### config.mk
export PLATFORM = sky130hd
export DESIGN_NAME = score_sequencer
export DESIGN_NICKNAME = d
export VERILOG_FILES = /design/src/rtl/score_sequencer.sv
export SDC_FILE = /design/constraint.sdc
export NUM_CORES = 1
export LEC_CHECK = 0
export BUFFER_PORTS_ARGS = -buffer_cell sky130_fd_sc_hd__buf_2
export CORE_ASPECT_RATIO = 1.5
export CORE_UTILIZATION = 54
export CTS_CLUSTER_DIAMETER = 80
export DETAILED_ROUTE_END_ITERATION = 10
export PLACE_DENSITY = 0.85
export SKIP_CTS_REPAIR_TIMING = 1
export SYNTH_ARGS = -nofsm -noshare
export SYNTH_HDL_FRONTEND = slang
export SYNTH_SLANG_ARGS = --single-unit
### constraint.sdc
create_clock -name clk -period 4.22 [get_ports clk]
set_input_delay 0.211 -clock clk [delete_from_list [all_inputs] [get_ports clk]]
set_output_delay 0.211 -clock clk [all_outputs]
set_load 0.05 [all_outputs]
### src/rtl/score_sequencer.sv
// Score increment sequencer: turns pipe-pass levels into spaced, queued increment
// pulses for the BCD digit chain and keeps a BCD mirror of the displayed score.
module score_sequencer #(
   parameter  int unsigned MAX_PENDING = 7,
   parameter  int unsigned GAP_CYCLES  = 2,
   parameter  int unsigned MAX_SCORE   = 99,
   localparam int unsigned PW          = $clog2(MAX_PENDING + 1)
) (
   input  logic          clk,
   input  logic          reset,
   input  logic          pass_in,
   input  logic          game_over,
   input  logic          new_game,
   output logic          incr_out,
   output logic          digit_clr,
   output logic [PW-1:0] pending,
   output logic [3:0]    score_tens,
   output logic [3:0]    score_ones,
   output logic          saturated,
   output logic          overflow,
   output logic          busy
);

   localparam int unsigned GW = $clog2(GAP_CYCLES + 1);

   typedef enum logic [2:0] {S_CLEAR, S_IDLE, S_ISSUE, S_GAP, S_FROZEN} state_t;

   state_t        state_q, state_d;
   logic [PW-1:0] pend_q, pend_d, pend_nx;
   logic [3:0]    tens_q, tens_d, ones_q, ones_d;
   logic [GW-1:0] gap_q, gap_d;
   logic          ovf_q, ovf_d;
   logic          pass_q;
   logic          incr_q, clr_q, busy_q;
   logic          live, evt, at_ceiling, q_full, accept, issuing;
   logic [15:0]   mirror_bin, committed;

   assign evt        = pass_in & ~pass_q;
   assign live       = ((state_q == S_IDLE) || (state_q == S_ISSUE) || (state_q == S_GAP)) && !game_over;
   assign mirror_bin = 16'(tens_q) * 16'd10 + 16'(ones_q);
   assign committed  = mirror_bin + 16'(pend_q);
   assign at_ceiling = committed >= 16'(MAX_SCORE);
   assign q_full     = 32'(pend_q) >= MAX_PENDING;
   assign accept     = live & evt & ~at_ceiling & ~q_full;
   assign issuing    = (state_q == S_ISSUE);

   always_comb begin
      pend_nx = pend_q;
      if (accept && !issuing)      pend_nx = pend_q + PW'(1);
      else if (!accept && issuing) pend_nx = pend_q - PW'(1);

      state_d = state_q;
      pend_d  = pend_nx;
      tens_d  = tens_q;
      ones_d  = ones_q;
      gap_d   = gap_q;
      ovf_d   = ovf_q | (live & evt & ~at_ceiling & q_full);

      case (state_q)
         S_CLEAR: begin
            state_d = game_over ? S_FROZEN : S_IDLE;
            pend_d  = '0;
            tens_d  = '0;
            ones_d  = '0;
            ovf_d   = 1'b0;
         end
         S_IDLE: if (pend_nx != '0) state_d = S_ISSUE;
         S_ISSUE: begin
            if (ones_q == 4'd9) begin
               ones_d = '0;
               tens_d = tens_q + 4'd1;
            end else begin
               ones_d = ones_q + 4'd1;
            end
            gap_d   = GW'(GAP_CYCLES);
            state_d = S_GAP;
         end
         // Last gap cycle makes the IDLE decision itself so pulses land exactly 1+GAP_CYCLES apart.
         S_GAP: begin
            gap_d = gap_q - GW'(1);
            if (gap_q == GW'(1)) state_d = (pend_nx != '0) ? S_ISSUE : S_IDLE;
         end
         S_FROZEN: state_d = S_FROZEN;
         default:  state_d = S_CLEAR;
      endcase

      if (game_over && (state_q inside {S_IDLE, S_ISSUE, S_GAP})) begin
         state_d = S_FROZEN;
         pend_d  = '0;
      end

      if (new_game) begin
         state_d = S_CLEAR;
         pend_d  = '0;
         tens_d  = '0;
         ones_d  = '0;
         ovf_d   = 1'b0;
      end
   end

   always_ff @(posedge clk or negedge reset) begin
      if (!reset) begin
         state_q <= S_CLEAR;
         pend_q  <= '0;
         tens_q  <= '0;
         ones_q  <= '0;
         gap_q   <= '0;
         ovf_q   <= 1'b0;
         pass_q  <= 1'b0;
         incr_q  <= 1'b0;
         clr_q   <= 1'b1;
         busy_q  <= 1'b1;
      end else begin
         state_q <= state_d;
         pend_q  <= pend_d;
         tens_q  <= tens_d;
         ones_q  <= ones_d;
         gap_q   <= gap_d;
         ovf_q   <= ovf_d;
         pass_q  <= pass_in;
         incr_q  <= (state_d == S_ISSUE);
         clr_q   <= (state_d == S_CLEAR);
         busy_q  <= (state_d inside {S_ISSUE, S_GAP, S_CLEAR}) || (pend_d != '0);
      end
   end

   assign incr_out   = incr_q;
   assign digit_clr  = clr_q;
   assign pending    = pend_q;
   assign score_tens = tens_q;
   assign score_ones = ones_q;
   assign saturated  = (mirror_bin == 16'(MAX_SCORE));
   assign overflow   = ovf_q;
   assign busy       = busy_q;

endmodule

==> results.py <==
metrics = {
    "status": {
        "status": "finished clean",
    },
    "floorplan": {
        "io_pins": 21,
        "die_w_um": 50.39,
        "die_area_um2": 3758,
        "initial_utilization_pct": 56.07,
        "rows": 26,
        "die_y_um": 74.59,
        "fp.coreArea_um2": 3383,
    },
    "grt": {
        "grt_max_degree": 22,
        "antenna_found_initial": 0,
        "grt_use_total_pct": 26.28,
        "grt_pass1_vias": 1735,
        "grt_overflow": 0,
        "grt_pass1_wl_mm": 7.596,
    },
    "clock_network": {
        "cts-root-buf": "clkbuf_8",
        "numCtsBuffers": 3,
        "cts_tree": "built",
        "cts_sinks": 21,
        "clock_latency_ns": 0.25,
        "htreeDepth": 1,
        "clock_path_buffers": 2,
        "clk_transition_reported_paths_ns": 0.07,
    },
    "pwr": {
        "p_per_area_nw_per_um2": 189.8,
        "vdd_drop_max_mv": 0.2188,
        "p_leak_nw": 0.9449,
    },
    "cells_and_area": {
        "nNetsFinal": 266,
        "final_layout_size_suffix_gt1_share_pct": 17.92,
        "area_growth_pct": 10.69,
        "most-common-layout-cells": "20 x buf_2, 18 x dfrtp_1, 17 x inv_1, 17 x ha_1, 15 x nor2_1",
        "final_common_cell": "buf_2",
        "diodes": 0,
        "n_fill_cell": 309,
    },
    "routing": {
        "met2_length_mm": 2.395,
        "num_vias": 1751,
        "wl_met1_mm": 1.861,
        "drc_errors": 0,
        "met3WireLength_um": 163,
        "first_pass_iters": 5,
        "postRouteAntennaNets": 0,
        "initialDrtViolationCount": 106,
        "vias_per_cell": 6.209,
        "maxUsedRoutingLayer": "met4",
        "drt_wl_total_mm": 4.537,
        "wl_per_cell_um": 16.09,
    },
    "timing": {
        "max_slew_margin_pct": 65.09,
        "slew_violations": 0,
        "hold_ws_ns": 0.09018,
        "period_minus_slack_ns": 3.900,
        "finalSetupViolCount": 0,
        "fmax_ghz": 0.2564,
        "timing.setup.tns_ns": 0,
        "finalClockSkew_ns": 0.004423,
        "finalCritPeriodShare_pct": 92.43,
        "final-hold-violation-count": 0,
        "tightest_slew_ns": 0.5205,
        "rsz0062_at_grt": "false",
    },
    "placement": {
        "port_buffers": 20,
        "place_congestion": 0.9357,
        "post-dp-hpwl_mm": 3.453,
    },
    "logic_synthesis": {
        "synthCells": 219,
        "synth_top_family_by_area": "compound AO/OA/AOI/OAI gates",
        "synth_top_cell_area_share_pct": 25.07,
        "async_flop_share_pct": 100.0,
        "ys.flop_type": "dfrtp_1",
        "synth_xor_xnor_area_share_pct": 4.617,
        "synth_compound_area_share_pct": 24.87,
        "avgSynthCellArea_um2": 8.661,
        "ys.warnings.count": 0,
        "ys_top_cells_by_area": "dfrtp_1 25%, ha_1 11%, o21ai_0 3.4%",
        "yosys.area_share.adder_pct": 14.38,
        "synth_edf_count": 0,
        "synth_cell_types": 57,
        "seq_area_frac_synth_pct": 27.84,
        "yosys.area.top_type": "dfrtp_1",
        "synth_nets": 244,
        "yosys.area_share.simple_pct": 22.69,
        "syn_area_um2": 1897,
        "synth_seq_cells": 21,
        "synthMuxAreaShare_pct": 1.121,
    },
    "worst_setup_path": {
        "r2r_slack_ns": 0.32,
        "required_ns": 4.36,
        "cp-start-kind": "register",
        "critPathMaxFanout": 9,
        "critPathArrivalTime_ns": 4.05,
        "path_class": "register to register",
        "crit_path_end_kind": "register",
    },
    "worst_hold_path": {
        "holdCritPathClass": "primary input to register",
    },
    "job": {
        "maxCapViolCount": 0,
    },
}
==> path summary, 6_finish.rpt <==
check / start / end / depth (start not counted)
setup / recovery: score_tens[3] / state_q[0] / 14
setup reg to reg: score_tens[3] / state_q[0] / 14
min in group asynchronous: reset / pending[0] / 2
hold reg to reg: gap_q[1] / gap_q[1] / 2
hold / removal: pass_in / pass_q / 1
max in group asynchronous: reset / digit_clr / 2
==> critical path, stage by stage, from the launching register on <==
cell      delay [ns]
dfrtp_2         0.48
ha_1            0.30
ha_1            0.23
inv_1           0.07
fa_1            0.51
nand2b_1        0.26
nor3_1          0.31
xor2_1          0.17
a31oi_1         0.11
a311oi_2        0.34
o21a_1          0.22
a21oi_1         0.10
a31oi_1         0.30
o31ai_2         0.15
a31o_1          0.23
==> where the power goes <==
part / total (mW) / switching [mW] / internal (mW)
sequential: 0.218 / 0.00706 / 0.211
combinational: 0.0520 / 0.0339 / 0.0181
clock: 0.129 / 0.0616 / 0.0671
total: 0.399 / 0.103 / 0.296
==> state kept, by name, indices dropped and copies added (netlist names), 2 cells and up <==
register    count
score_ones      4
score_tens      4
pending         3
state_q         3
gap_q           2
==> Yosys cell counts, drive strengths merged, types with 2 or more instances <==
master  count
a211o       2
a211oi      5
a21o        4
a21oi      12
a311oi      3
a31o        2
a31oi       6
and2        3
and3        3
buf         2
clkbuf      3
dfrtp      19
dfstp       2
fa          3
ha         17
inv        17
nand2      13
nand2b      5
nand3       6
nand4       3
nor2       16
nor2b       5
nor3        8
nor4        4
o211ai      2
o21a        4
o21ai      14
o22ai       2
o31a        2
or2         4
or3         2
xnor2       6
xor2        4
==> stage by stage <==
step | worst slack [ns] | power [mW] | area [µm²] | util [%] | cells
global route | 0.05065 | 0.4181 | 2100 | 62.06 | 282
floorplan | 0.4225 | 0.2568 | 1897 | - | 219
global placement | 0.4086 | 0.2710 | 2036 | 60.17 | 277
finish | 0.3196 | 0.3986 | 2100 | 62.06 | 282
CTS | 0.3257 | 0.4038 | 2081 | 61.50 | 281
detailed placement | 0.3705 | 0.2729 | 2036 | 60.17 | 277
==> cell families after synthesis <==
logic type	after synthesis
fa+ha+maj	20
xor+xnor	10
mux	2
compound gates	67
buf+inv	22
simple gates	77
flops	21
==> per-layer routing <==
metal	up-vias	track usage [%]
li1	848	-
met1	842	30.23
met2	47	48.89
met3	14	2.249
met4	0	11.73
met5	-	0
==> layout make-up <==
cell class	instances	area (µm²)	share of cell area [%]
flip-flops and latches	21	529.3	25.21
repair buffers	22	117.6	5.602
multi-input cells	176	1291	61.50
clock buffers	4	45.04	2.145
inverters	17	63.81	3.039
well taps	42	52.55	2.503
No activity file was read; power rests on OpenSTA's default activity.
